[src/rtl/pc_unit_pkg.sv]
// Shared encodings for the KGP-miniRISC program-counter unit.
package pc_unit_pkg;
   localparam logic [2:0] OP_SEQ     = 3'd0;
   localparam logic [2:0] OP_BR_REL  = 3'd1;
   localparam logic [2:0] OP_JMP_ABS = 3'd2;
   localparam logic [2:0] OP_CALL    = 3'd3;
   localparam logic [2:0] OP_RET     = 3'd4;

   typedef enum logic {ST_RUN, ST_HALT} state_t;
endpackage

[src/rtl/pc_ras.sv]
// Circular return-address stack; a push when full overwrites the oldest entry.
module pc_ras #(
   parameter int ADDR_W    = 32,
   parameter int RAS_DEPTH = 4
) (
   input  logic              clk,
   input  logic              rst_n,
   input  logic              push,
   input  logic              pop,
   input  logic [ADDR_W-1:0] din,
   output logic [ADDR_W-1:0] dout,
   output logic              empty,
   output logic              full
);
   localparam int PTR_W = $clog2(RAS_DEPTH);
   localparam logic [PTR_W-1:0] PTR_ONE = 1;
   localparam logic [PTR_W:0]   CNT_ONE = 1;
   localparam logic [PTR_W:0]   CNT_MAX = RAS_DEPTH[PTR_W:0];

   logic [ADDR_W-1:0] mem [RAS_DEPTH];
   logic [PTR_W-1:0]  wptr;
   logic [PTR_W:0]    count;

   assign empty = (count == '0);
   assign full  = (count == CNT_MAX);
   // wptr is the next free slot, so the top sits one below it
   assign dout  = mem[wptr - PTR_ONE];

   always_ff @(posedge clk or negedge rst_n) begin
      if (!rst_n) begin
         wptr  <= '0;
         count <= '0;
      end else if (push) begin
         wptr  <= wptr + PTR_ONE;
         count <= full ? count : count + CNT_ONE;
      end else if (pop && !empty) begin
         wptr  <= wptr - PTR_ONE;
         count <= count - CNT_ONE;
      end
   end

   always_ff @(posedge clk) begin
      if (push) mem[wptr] <= din;
   end
endmodule

[src/rtl/pc_unit.sv]
// Registered program counter with relative/absolute branches, call/return
// through a small RAS, stall and a reset-only-exit halt state.
module pc_unit
   import pc_unit_pkg::*;
#(
   parameter int                ADDR_W    = 32,
   parameter int                STEP      = 1,
   parameter logic [ADDR_W-1:0] RESET_VEC = '0,
   parameter int                RAS_DEPTH = 4
) (
   input  logic              clk,
   input  logic              rst_n,
   input  logic              stall,
   input  logic              halt,
   input  logic [2:0]        op,
   input  logic              br_taken,
   input  logic [ADDR_W-1:0] offset,
   input  logic [ADDR_W-1:0] target,
   output logic [ADDR_W-1:0] pc,
   output logic [ADDR_W-1:0] pc_next_seq,
   output logic              halted,
   output logic              ras_ovf,
   output logic              ras_unf
);
   state_t            state, state_n;
   logic [ADDR_W-1:0] pc_n;
   logic              ovf_n, unf_n;
   logic              push, pop;
   logic [ADDR_W-1:0] ras_top;
   logic              ras_empty, ras_full;

   assign pc_next_seq = pc + ADDR_W'(STEP);

   pc_ras #(.ADDR_W(ADDR_W), .RAS_DEPTH(RAS_DEPTH)) u_ras (
      .clk   (clk),
      .rst_n (rst_n),
      .push  (push),
      .pop   (pop),
      .din   (pc_next_seq),
      .dout  (ras_top),
      .empty (ras_empty),
      .full  (ras_full)
   );

   always_comb begin
      state_n = state;
      pc_n    = pc;
      ovf_n   = ras_ovf;
      unf_n   = ras_unf;
      push    = 1'b0;
      pop     = 1'b0;
      if (state == ST_RUN) begin
         if (halt) begin
            state_n = ST_HALT;
         end else if (!stall) begin
            case (op)
               OP_BR_REL:  pc_n = br_taken ? pc_next_seq + offset : pc_next_seq;
               OP_JMP_ABS: pc_n = target;
               OP_CALL: begin
                  pc_n = target;
                  push = 1'b1;
                  if (ras_full) ovf_n = 1'b1;
               end
               OP_RET: begin
                  if (ras_empty) begin
                     pc_n  = pc_next_seq;
                     unf_n = 1'b1;
                  end else begin
                     pc_n = ras_top;
                     pop  = 1'b1;
                  end
               end
               default:    pc_n = pc_next_seq;
            endcase
         end
      end
   end

   always_ff @(posedge clk or negedge rst_n) begin
      if (!rst_n) begin
         state   <= ST_RUN;
         pc      <= RESET_VEC;
         ras_ovf <= 1'b0;
         ras_unf <= 1'b0;
      end else begin
         state   <= state_n;
         pc      <= pc_n;
         ras_ovf <= ovf_n;
         ras_unf <= unf_n;
      end
   end

   assign halted = (state == ST_HALT);
endmodule

[config.mk]
export PLATFORM = sky130hd
export DESIGN_NAME = pc_unit
export DESIGN_NICKNAME = d
export VERILOG_FILES = /design/src/rtl/pc_unit_pkg.sv /design/src/rtl/pc_ras.sv /design/src/rtl/pc_unit.sv
export SDC_FILE = /design/constraint.sdc
export NUM_CORES = 1
export LEC_CHECK = 0
export BUFFER_PORTS_ARGS = -buffer_cell sky130_fd_sc_hd__clkbuf_2
export CORE_MARGIN = 2
export CORE_UTILIZATION = 40
export CTS_BUF_LIST = sky130_fd_sc_hd__clkbuf_8
export DETAILED_ROUTE_END_ITERATION = 7
export PLACE_DENSITY = 0.59
export SETUP_SLACK_MARGIN = 0.05
export SYNTH_ARGS = -nofsm -noshare
export SYNTH_HDL_FRONTEND = slang
export SYNTH_SLANG_ARGS = --single-unit
[constraint.sdc]
create_clock -name clk -period 6.2 [get_ports clk]
set_clock_uncertainty 0.1 [all_clocks]
set_input_delay 0.31 -clock clk [delete_from_list [all_inputs] [get_ports clk]]
set_output_delay 0.31 -clock clk [all_outputs]
set_load 0.005 [all_outputs]
# After elaboration in Yosys (flattened, before gate mapping)
# Memory sizes are Yosys's and may differ from the RTL's.
# Cells that the tools add are included.
dict set report op_classes {
  muxes 21
  shifts 0
  n_lt_le_gt_ge 0
  mul 0
  add_sub_neg 6
  bitwise_logic 3
  n_eq_ne 6
  div_mod_pow 0
  reduce_logical 9
}
# operator n
set op_table {}
lappend op_table {{case mux 32 bit (3 select lines)} 1}
lappend op_table {{two-way mux 32 bit} 2}
lappend op_table {{adder 32 x 1 -> 32 bit (second input constant)} 1}
lappend op_table {{adder 32 bit} 1}
lappend op_table {{two-way mux 1 bit} 13}
lappend op_table {{AND reduction 5 bit} 2}
lappend op_table {{two-way mux 3 bit} 3}
lappend op_table {{equality test 3 x 2 -> 1 bit (second input constant)} 2}
lappend op_table {{equality test 3 bit (second input constant)} 2}
lappend op_table {{two-way mux 2 bit} 2}
lappend op_table {{adder 3 x 1 -> 3 bit (second input constant)} 1}
lappend op_table {{equality test 3 x 1 -> 1 bit (second input constant)} 1}
lappend op_table {{zero test 3 bit} 1}
lappend op_table {{inverter 1 bit} 3}
lappend op_table {{AND reduction 3 bit} 1}
lappend op_table {{subtractor 3 x 1 -> 3 bit (second input constant)} 1}
lappend op_table {{adder 2 x 1 -> 2 bit (second input constant)} 1}
lappend op_table {{inequality test 2 bit (second input constant)} 1}
lappend op_table {{AND reduction 2 bit} 1}
lappend op_table {{nonzero test 2 bit} 1}
lappend op_table {{OR reduction 2 bit} 1}
lappend op_table {{subtractor 2 x 1 -> 2 bit (second input constant)} 1}
lappend op_table {{logical AND 1 bit} 1}
lappend op_table {{zero test 1 bit} 1}
dict set report word_totals {
  n_memories 1
  ram_bits 128
  latch_bits 0
  ff_bits 40
  romBits 0
}
# name words width rd rd_clocked_by_memory_dff wr line_no
set memory_table {}
lappend memory_table {u_ras.mem 4 32 1 0 1 pc_ras.sv:20} ;# logic [ADDR_W-1:0] mem [RAS_DEPTH];

# Longest topological paths before layout
dict set report depth {
  word_depth 9
  mapped_depth 17
}

# Cells and area by module
# From an unflattened synthesis, not the netlist that was laid out.
dict set report hier_totals {
  hier_cells 788
  hier_area_um2 9569.2
}
# mod seq_area_each_um2 area_per_inst_um2 n_inst cells_each
set by_module_without_submodules {}
lappend by_module_without_submodules {pc_ras 3968.8 5073.6 1 210}
lappend by_module_without_submodules {pc_unit 875.8 4495.6 1 578}

# Worst setup path after synthesis
# Ideal clock, no wire load.
dict set report synth_path {
  path_type {reg-to-reg}
  start {reg pc[0]}
  end {reg pc[31]}
  setup_slack_ns 2.272
  setup_time_ns 0.069
  period_less_slack_ns 3.928
  stages_incl_launch_ff 16
  path_buffers 1
  t_arrival_ns 3.759
  path_cell_list {dfrtp_1 > ha_1 > and3_1 > and3_1 > clkbuf_1 > nand2_1 > xnor2_1 > ha_1 > a21oi_1 > o21ai_0 > a211oi_1 > o21ai_0 > a211oi_1 > o21ai_0 > a2111o_1 > nand3_1}
}
dict set report synth_between {
  elab_chain_cells 4
  word_cells_on_any_way 5
  classes_between {add/sub: 2; mux: 3}
}
# element line_no
set synth_rtl {}
lappend synth_rtl {{from (decl)} pc_unit.sv:19} ;# output logic [ADDR_W-1:0] pc,
lappend synth_rtl {{from (signal assigned)} pc_unit.sv:87} ;# pc <= pc_n;
lappend synth_rtl {{adder 32 x 1 -> 32 bit} pc_unit.sv:32} ;# assign pc_next_seq = pc + ADDR_W'(STEP);
lappend synth_rtl {{named net pc_next_seq[18]} pc_unit.sv:20} ;# output logic [ADDR_W-1:0] pc_next_seq,
lappend synth_rtl {{adder 32 bit} pc_unit.sv:57} ;# OP_BR_REL: pc_n = br_taken ? pc_next_seq + offset : pc_next_seq;
lappend synth_rtl {{two-way mux 32 bit} pc_unit.sv:57}
lappend synth_rtl {{case mux 32 bit (3 select lines)} pc_unit.sv:56} ;# case (op)
# The timed path passes the listed nets, and every way through them passes these cells.
# A chain may end at the register's enable or synchronous reset.

# Worst setup path after layout
dict set report layout_path {
  start {reg pc[0]}
  end {reg pc[31]}
}
dict set report layout_between {
  elab_chain_cells 4
  word_cells_on_any_way 5
  classes_between {add/sub: 2; mux: 3}
}
# element line_no
set layout_rtl {}
lappend layout_rtl {{adder 32 x 1 -> 32 bit *} pc_unit.sv:32}
lappend layout_rtl {{adder 32 bit} pc_unit.sv:57}
lappend layout_rtl {{two-way mux 32 bit} pc_unit.sv:57}
lappend layout_rtl {{case mux 32 bit (3 select lines) *} pc_unit.sv:56}
# Every way passes the cells marked *; elsewhere a longest branch is shown, timed or not.

==> flow_metrics.py <==
metrics = {
    "timing": {
        "setup_tns_ns": 0,
        "rsz0062_at_grt": "no",
        "fmax_mhz": 207,
        "maxSlewHeadroom_pct": 28.6,
        "timing.final.ws_setup_ns": 1.36,
        "drv_slew": 0,
        "worst_pin_slew_ns": 1.07,
        "period_needed_ns": 4.84,
        "final_hold_viol_count": 0,
        "finalSetupViolations": 0,
        "fin_crit_sh_pct": 78.1,
    },
    "global_route": {
        "grt_usage_pct": 23.4,
        "overflow": 0,
        "grt_pass1_vias": 7165,
        "antenna_found_initial": 0,
        "grt_max_degree": 41,
        "grt_pass1_wl_um": 43100,
    },
    "clock_network": {
        "clock_tree.buffer_depth": 2,
        "clock-sinks": 168,
        "root_buffer": "clkbuf_8",
        "cts.clk_slew.worst_paths_ns": 0.08,
        "cts_tree": "built",
        "htreeDepth": 4,
        "cts_buffers": 17,
        "clk_latency_ns": 0.47,
    },
    "critical_path": {
        "crit_fanout": 11,
        "required_ns": 6.50,
        "r2r-end": "pc[31]",
        "timing.rr.start": "pc[0]",
        "r2r_setup_slack_ns": 1.36,
        "path_class": "flip-flop to flip-flop",
        "reg2reg_depth": 15,
        "worst_ep_arrival_time_ns": 5.14,
        "critPathLaunchType": "flip-flop",
        "worst_setup_path_end_kind": "flip-flop",
    },
    "worst_hold_path": {
        "worstHoldEndpoint": "pc[23]",
        "holdCritStartpoint": "target[23]",
        "hold_path_class": "input pin to flip-flop",
        "holdPathStages": 3,
    },
    "die": {
        "die_y_um": 159,
        "ioPinCount": 139,
        "start_util_pct": 40.7,
        "fp-row-count": 56,
        "die_w_um": 159,
        "core-area_um2": 23500,
        "die_area_um2": 25200,
    },
    "route": {
        "vias_per_cell": 5.79,
        "num_vias": 7384,
        "dr.pass1.iters": 5,
        "wirelength_um": 28600,
        "drc": 0,
        "drt_iter0_markers": 592,
        "wire_per_inst_um": 22.4,
        "antenna_left": 0,
    },
    "power": {
        "power_frac_seq_pct": 47.5,
        "switchingPower_uw": 878,
        "power.total_mw": 2.79,
        "p_per_area_nw_per_um2": 254,
        "leakage_nw": 4.25,
        "swShare_pct": 31.5,
        "internal_power_mw": 1.91,
        "clock_power_share_pct": 28.1,
        "ir_drop_mv": 0.117,
        "power_frac_comb_pct": 24.5,
    },
    "synthesis": {
        "synthCells": 815,
        "synth_fp_nets": 932,
        "ys_seq_area_share_pct": 50.7,
        "netlist_area_um2": 9560,
        "yosys_warnings": 0,
        "synth_area_per_cell_um2": 11.7,
        "synth_cell_types": 68,
        "synth_edf_count": 128,
        "synth_async_sr_flop_share_pct": 23.8,
        "ys_ff_latch": 168,
        "ys_dominant_reg_cell": "edfxtp_1",
    },
    "place": {
        "gp_congestion": 0.920,
        "dp_slack_ns": 1.35,
        "port-buffer-count": 138,
        "hpwl_um": 19900,
    },
    "run_status": {
        "status": "finished clean",
    },
    "flow_run": {
        "maxCapViolCount": 0,
    },
    "cells_and_area": {
        "num_antenna_cells": 0,
        "drive_gt1_share_pct": 23.8,
        "area_growth_pct": 14.8,
        "fin_nets": 1061,
        "fin_util_pct": 46.8,
    },
}
[placed cells by master (no fill, tap or decap), drive strengths merged, types with 6 or more instances in the layout]
master / instances
nand4: 12
o21ai: 35
and2: 13
mux4: 32
buf: 8
clkbuf: 157
nor2: 77
inv: 23
a21boi: 6
xor2: 14
a221oi: 23
a221o: 20
edfxtp: 128
nand2: 53
nor2b: 6
xnor2: 43
a21oi: 67
nor3: 6
a31oi: 11
dfrtp: 40
a21o: 7
and3: 14
clkinv: 6
or3: 8
ha: 43
nand3: 27
[state kept, by name, indices dropped and copies added, names as in the netlist]
register / flops
halted: 1
u_ras.count: 3
ras_ovf: 1
ras_unf: 1
u_ras.mem: 128
pc: 32
u_ras.wptr: 2
[power by group through the flow]
stage,sequential (mW),clock [mW],combinational [mW]
3_5_place_dp,1.35,0,0.676
2_1_floorplan,1.33,0,0.443
6_report,1.32,0.783,0.683
5_1_grt,1.33,0.845,0.761
4_1_cts,1.32,0.798,0.681
3_3_place_gp,1.35,0,0.676
[stage by stage]
stage               instances  instance area, um2  hold slack, ns
floorplan                 815                9560         -0.0856
global placement         1242               10600           0.362
detailed placement       1242               10600           0.357
CTS                      1276               11000          0.0567
global route             1276               11000          0.0668
finish                   1276               11000          0.0767
[how the worst max path moves through the flow]
stage,slack (ns),from,end
after detailed placement,1.35,pc[0],pc[31]
after CTS,1.32,pc[0],pc[31]
after global routing,0.85,pc[0],pc[31]
after floorplan,2.27,pc[0],pc[31]
final,1.36,pc[0],pc[31]
after global placement,1.54,pc[0],pc[31]
[routing by layer]
metal / track usage (%) / routed length [um] / vias up
li1: - / - / 3413
met1: 33.6 / 13200 / 3731
met2: 37.1 / 13400 / 217
met3: 4.52 / 1660 / 23
met4: 5.06 / 328 / 0
met5: 0 / 0 / -
[critical path, stage by stage, from the launching register on]
cell and delay [ns]:
dfrtp_1 0.48, ha_1 0.29, and3_1 0.28, and3_1 0.51
and3_1 0.32, nand3_1 0.11, xnor2_1 0.51, ha_1 0.44
inv_1 0.11, a21oi_1 0.05, a211oi_1 0.33, o21ai_0 0.19
a211oi_1 0.35, o21ai_0 0.19, a2111o_1 0.43, nand3_1 0.09
[kinds of logic (layout without fill, tap and decap cells)]
group / count (synthesis) / in the layout / synth area share [%]
xor gates and xnor gates: 57 / 57 / 5.30
buffers and inverters: 56 / 198 / 2.33
muxes: 37 / 37 / 8.06
and+or+nand+nor: 237 / 237 / 12.4
AOI/OAI and AO/OA: 215 / 215 / 15.2
DFF: 168 / 168 / 50.7
adders and majority gates: 45 / 45 / 6.04
[final cells by class]
| type | instances | area [um2] |
|---|---|---|
| fill | 2160 | 12500 |
| sequential | 168 | 4850 |
| multi-input combinational | 591 | 4510 |
| timing repair buffer | 148 | 771 |
| tap | 319 | 399 |
| clock buffer | 19 | 262 |
| clock inverter | 13 | 120 |
| inverter | 18 | 67.6 |
[cell usage after synthesis, drive strengths merged (23+ instances only)]
cell type / instances / area share (%)
a21oi: 67 / 3.5
edfxtp: 128 / 40
clkbuf: 27 / 1.1
dfrtp: 40 / 10
o21ai: 35 / 1.8
nand3: 27 / 1.5
mux4: 32 / 7.5
nand2: 53 / 2.1
nor2: 77 / 3.0
xnor2: 43 / 4.0
a221oi: 23 / 2.1
ha: 43 / 5.6
[timing repair]
action | 4_1_cts | 5_1_grt
setup endpoints to repair | 0 | 0
hold buffers | 2 | 0
setup buffers | 0 | 0
endpoints found under the hold margin | 41 | 0
gates resized for setup | 0 | 0
No activity file was read; power rests on OpenSTA's default activity.
